[src/rtl/p2018_pkg.sv]
// Shared definitions for the emulated detector pulse source and its consumers:
// default widths, state encodings and the decay / saturating-add arithmetic.
package p2018_pkg;

  localparam int P2018_WIDTH       = 16;
  localparam int P2018_DECAY_SHIFT = 4;
  localparam int P2018_MAXW        = 32;

  typedef enum logic [1:0] {
    IDLE  = 2'd0,
    HOLD  = 2'd1,
    DECAY = 2'd2
  } p2018_state_e;

  // One exponential-decay step; small values fall by one so the tail always reaches zero.
  function automatic logic [P2018_MAXW-1:0] decay_step(input logic [P2018_MAXW-1:0] y,
                                                       input int shift);
    logic [P2018_MAXW-1:0] tail;
    tail = y >> shift;
    if (y == '0) return '0;
    if (tail == '0) return y - P2018_MAXW'(1);
    return y - tail;
  endfunction

  function automatic logic [P2018_MAXW-1:0] sat_add(input logic [P2018_MAXW-1:0] a,
                                                    input logic [P2018_MAXW-1:0] b,
                                                    input int width);
    logic [P2018_MAXW:0]   sum;
    logic [P2018_MAXW-1:0] lim;
    sum = {1'b0, a} + {1'b0, b};
    lim = (width >= P2018_MAXW) ? '1 : ((P2018_MAXW'(1) << width) - P2018_MAXW'(1));
    return (sum > {1'b0, lim}) ? lim : sum[P2018_MAXW-1:0];
  endfunction

endpackage

[src/rtl/p2018_pulse_gen_period_timer.sv]
// Free-running auto-trigger timer: one tick every 'period' enabled cycles, off when period is 0.
module p2018_period_timer
  import p2018_pkg::*;
#(
  parameter int PERIOD_W = 16
) (
  input  logic                clk,
  input  logic                reset,
  input  logic                enable,
  input  logic [PERIOD_W-1:0] period,
  output logic                auto_tick
);

  logic [PERIOD_W-1:0] count_reg;

  // A >= compare lets a period shortened below the current count tick at once and restart.
  assign auto_tick = enable && (period != '0) && (count_reg >= period - PERIOD_W'(1));

  always_ff @(posedge clk or negedge reset) begin
    if (!reset) begin
      count_reg <= '0;
    end else if (enable) begin
      if (period == '0 || auto_tick) count_reg <= '0;
      else                           count_reg <= count_reg + PERIOD_W'(1);
    end
  end

endmodule

[src/rtl/p2018_pulse_gen.sv]
// Emulated detector front end: exponential-decay pulses with pile-up, holdoff rejection
// and an optional periodic auto-trigger.
module p2018_pulse_gen
  import p2018_pkg::*;
#(
  parameter int WIDTH       = P2018_WIDTH,
  parameter int DECAY_SHIFT = P2018_DECAY_SHIFT,
  parameter int HOLDOFF     = 10,
  parameter int PERIOD_W    = 16
) (
  input  logic                clk,
  input  logic                reset,
  input  logic                enable,
  input  logic                trig,
  input  logic [WIDTH-1:0]    amp,
  input  logic [PERIOD_W-1:0] period,
  output logic [WIDTH-1:0]    out,
  output logic                busy,
  output logic                fire,
  output logic [7:0]          rej_cnt
);

  localparam int HOLD_W = (HOLDOFF > 1) ? $clog2(HOLDOFF) : 1;

  p2018_state_e      state_reg;
  logic [WIDTH-1:0]  out_reg;
  logic [HOLD_W-1:0] holdoff_reg;
  logic              fire_reg;
  logic [7:0]        rej_reg;

  logic              auto_tick;
  logic              req;
  logic [WIDTH-1:0]  decayed;
  logic [WIDTH-1:0]  piled;

  p2018_period_timer #(
    .PERIOD_W (PERIOD_W)
  ) u_timer (
    .clk       (clk),
    .reset     (reset),
    .enable    (enable),
    .period    (period),
    .auto_tick (auto_tick)
  );

  // Manual and auto requests in the same cycle merge into a single pulse.
  assign req     = trig | auto_tick;
  assign decayed = WIDTH'(decay_step(P2018_MAXW'(out_reg), DECAY_SHIFT));
  assign piled   = WIDTH'(sat_add(P2018_MAXW'(decayed), P2018_MAXW'(amp), WIDTH));

  always_ff @(posedge clk or negedge reset) begin
    if (!reset) begin
      state_reg   <= IDLE;
      out_reg     <= '0;
      holdoff_reg <= '0;
      fire_reg    <= 1'b0;
      rej_reg     <= '0;
    end else if (enable) begin
      fire_reg <= 1'b0;
      case (state_reg)
        IDLE, DECAY: begin
          if (req) begin
            out_reg     <= piled;
            fire_reg    <= 1'b1;
            holdoff_reg <= HOLD_W'(HOLDOFF - 1);
            if (HOLDOFF > 1) state_reg <= HOLD;
            else             state_reg <= (piled != '0) ? DECAY : IDLE;
          end else begin
            out_reg   <= decayed;
            state_reg <= (decayed != '0) ? DECAY : IDLE;
          end
        end
        HOLD: begin
          out_reg     <= decayed;
          holdoff_reg <= holdoff_reg - HOLD_W'(1);
          if (req && rej_reg != 8'hFF) rej_reg <= rej_reg + 8'd1;
          if (holdoff_reg == HOLD_W'(1)) state_reg <= (decayed != '0) ? DECAY : IDLE;
        end
        default: state_reg <= IDLE;
      endcase
    end else begin
      fire_reg <= 1'b0;
    end
  end

  assign out     = out_reg;
  assign busy    = (state_reg != IDLE);
  assign fire    = fire_reg;
  assign rej_cnt = rej_reg;

endmodule

[config.mk]
export PLATFORM = sky130hd
export DESIGN_NAME = p2018_pulse_gen
export DESIGN_NICKNAME = d
export VERILOG_FILES = /design/src/rtl/p2018_pkg.sv /design/src/rtl/p2018_pulse_gen_period_timer.sv /design/src/rtl/p2018_pulse_gen.sv
export SDC_FILE = /design/constraint.sdc
export NUM_CORES = 1
export LEC_CHECK = 0
export ABC_CLOCK_PERIOD_IN_PS = 10700
export BUFFER_PORTS_ARGS = -buffer_cell sky130_fd_sc_hd__buf_2
export CAP_MARGIN = 20
export CORE_MARGIN = 1
export CORE_UTILIZATION = 64
export CTS_CLUSTER_SIZE = 14
export DETAILED_ROUTE_END_ITERATION = 8
export GPL_TIMING_DRIVEN = 1
export PLACE_DENSITY = 0.87
export SYNTH_ARGS = -nofsm -noshare
export SYNTH_HDL_FRONTEND = slang
export SYNTH_SLANG_ARGS = --single-unit
[constraint.sdc]
create_clock -name clk -period 10.7 [get_ports clk]
set_input_delay 1.07 -clock clk [delete_from_list [all_inputs] [get_ports clk]]
set_output_delay 1.07 -clock clk [all_outputs]
set_load 0.05 [all_outputs]
==> implementation parameters <==
Parameter                              Value

Status
  Status    finished clean

Drt
  Via density per instance    6.40
  Number of iterations in the first detailed-routing pass    5
  Total Routed Length    10800 microns
  Number of vias in the routed layout    4241
  Remaining antenna violation count    0
  Remaining DRCs    0
  Routed len/inst    16.3 microns
  Count of routing violations after the opening detailed-route iteration    309

Global routing
  Pin count of the biggest net entering global routing    48
  First-pass GRT wire length    18800 microns
  Antenna violations before repair    0
  Number of global-route vias before repair    4125
  Tot GR Track Use    31.6%
  Total gr overflow    0

Cells and area
  Number of antenna diodes    0
  Layout cell share with drive strength beyond 1    14.5%
  Fill cell count    520
  Synthesis-to-layout area growth    10.1%
  Post-layout instance area    4890 sq um
  # nets final    674
  Area taken by flip-flops and latches    1180 sq um
  Combined area of the multi-input logic cells    3090 sq um

Setup path
  CP startpoint kind    flop
  Internal reg-to-reg setup slack    5.89 ns
  Critical register-to-register path endpoint    out[13]$_DFFE_PN0P_
  Reg2reg start    out[7]$_DFFE_PN0P_
  Worst setup EP type    flop
  Worst Reg-to-Reg Cells    19
  CP max stage delay    0.43 ns
  Highest-delay cell along the critical path    dfrtp_1
  Number of buffers and inverters on the critical path    1
  Required time at the worst-slack endpoint    10.92 ns
  Arrival time at the worst endpoint    5.04 ns
  Crit Path Category    flop to flop
  Peak fanout along the critical path    16
  Category of cells accounting for the largest share of critical-path delay    compound AO/OA/AOI/OAI gates
  List of cells traversed by the critical path    nor4_1 > nand3_1 > nand2b_1 > ha_1 > inv_1 > fa_1 > nand3_1 > and2_1 > o21ai_0 > o41ai_1 > a2bb2oi_1 > a31oi_1 > ha_1 > nand2_1 > nor2_1 > a311oi_4 > o211ai_4 > nor3_1 > a211oi_1

Timing
  Sum Neg Setup Slack    0 ns
  Actual transition at the worst max-transition pin    0.953 ns
  Final Max Slew Viols    0
  Worst setup skew after layout    0.00860 ns
  Clock period minus final worst setup slack    4.81 ns
  Post-route fraction of the period consumed by the critical path    45.0%
  Setup repair after global routing missed its margin    false
  Max frequency    208 MHz
  Final number of setup-violating endpoints    0
  Hold violation total from the final report    0
  Max-slew headroom at the worst pin    35.6%
  Worst hold-check slack    0.499 ns

Logic synthesis
  Area fraction of the dominant cell type after synthesis    26.5%
  Count of flip-flops with a built-in enable after synthesis    0
  Most frequently used flop master after synthesis    dfrtp_1
  Area of the mapped netlist    4440 sq um
  Warning count from the yosys run    0
  Instance count of the mapped netlist    528
  Synth area leader    dfrtp_1
  Sequential fraction of the synthesis area    26.5%
  Post-synth cell types    62
  Fraction of registers with async set/reset    100%
  Post-Syn Nets    617
  Area contributors post-synth    dfrtp_1, ha_1, xnor2_1
  Count of state elements after synthesis    47
  Avg Synthesized Cell Area    8.41 sq um

Die
  Die ar.    7270 sq um
  Horizontal die dimension    85.3 microns
  Vertical extent of the die    85.3 microns
  Number of rows created at floorplan    29
  Area of the core region    6530 sq um
  Initial Utilization    68.0%
  Top Ports    62

Worst hold path
  Hold Path Stages    1
  Hold EP    rej_cnt[5]$_DFFE_PN0P_
  Startpoint of the tightest hold check path    rej_cnt[5]$_DFFE_PN0P_
  Hold crit path type    flop to flop

Clocking
  Buffers from clock root to sink, at most    2
  # Post-CTS Setup Buffers    0
  Total number of H-tree levels    2
  CTS Buf Count    5
  Resized cells post-CTS    0
  Clk Tree Root Cell    clkbuf_8
  Hold bufs inserted after CTS    0
  Worst-Skew Late Latency    0.31 ns
  Clock tree from TritonCTS    yes
  Clock slew at the register clock pins of the worst setup and hold paths    0.09 ns
  CTS sink count    47

Placement
  Placed wire-length estimate    8400 microns
  Number of input and output port buffers inserted    61
  Global placement routability congestion    0.864
  Placed standard-cell area    4780 sq um

Job
  Max capacitance violation total    0
## stage by stage
stage,cells,util (%),setup slack [ns]
floorplan,528,-,6.27
global route,663,74.8,5.47
detailed placement,654,73.2,5.88
global placement,654,73.2,6.08
CTS,662,74.5,5.95
finish,663,74.8,5.89
## cells in the mapped netlist, drive strengths merged (8+ instances only)
cell type and number:
xor2 19, a21o 9, ha 51, inv 29, dfrtp 47, o21ai 32
nand2 44, a21oi 21, nor2 56, nand4 8, clkbuf 8, a211oi 11
nor4 8, xnor2 29, nand3 19, o221ai 10, nor3 26
## layer usage
layer / GRT usage (%) / part of all wire, % / vias up
li1: - / - / 2043
met4: 10.5 / 2.6 / 0
met1: 41.7 / 43 / 1989
met5: 0 / 0 / -
met2: 54.3 / 48 / 179
met3: 3.60 / 6.6 / 30
## cells in the final DEF, fill, tap and decap left out, drive strengths merged, types with 7 or more instances in the layout
master   n
buf     63
nor2    56
ha      51
dfrtp   47
nand2   44
o21ai   32
inv     29
xnor2   29
nor3    26
a21oi   21
nand3   19
xor2    19
a211oi  11
o221ai  10
a21o     9
nand4    8
nor4     8
nand2b   7
and2     7
o22ai    7
## cells by family after synthesis
logic type / synth area share, %
xor+xnor: 9.47
fa+ha+maj: 15.3
compound gates: 20.3
flops: 26.5
simple gates: 22.7
mux: 1.72
buf+inv: 3.97
## final cells by class
class                      instances  area share (%)
sequential                        47            24.1
multi-input combinational        439            63.2
clock buffer                       6            1.49
inverter                          29            2.23
tap                               77            1.97
timing repair buffer              63            6.81
clock inverter                     2           0.256
## worst max path at each step
stage	start	end	slack, ns	cells after the start
CTS	out[7]$_DFFE_PN0P_	out[13]$_DFFE_PN0P_	5.95	19
detailed placement	period[2]	rej_cnt[1]$_DFFE_PN0P_	5.88	15
global route	out[12]$_DFFE_PN0P_	out[4]$_DFFE_PN0P_	5.47	19
finish	out[7]$_DFFE_PN0P_	out[13]$_DFFE_PN0P_	5.89	19
global placement	period[2]	rej_cnt[1]$_DFFE_PN0P_	6.08	15
floorplan	out[12]$_DFFE_PN0P_	out[15]$_DFFE_PN0P_	6.27	20
Power is not shown: default switching activity piles up to over one toggle a cycle in this logic, so the estimate is an artifact.
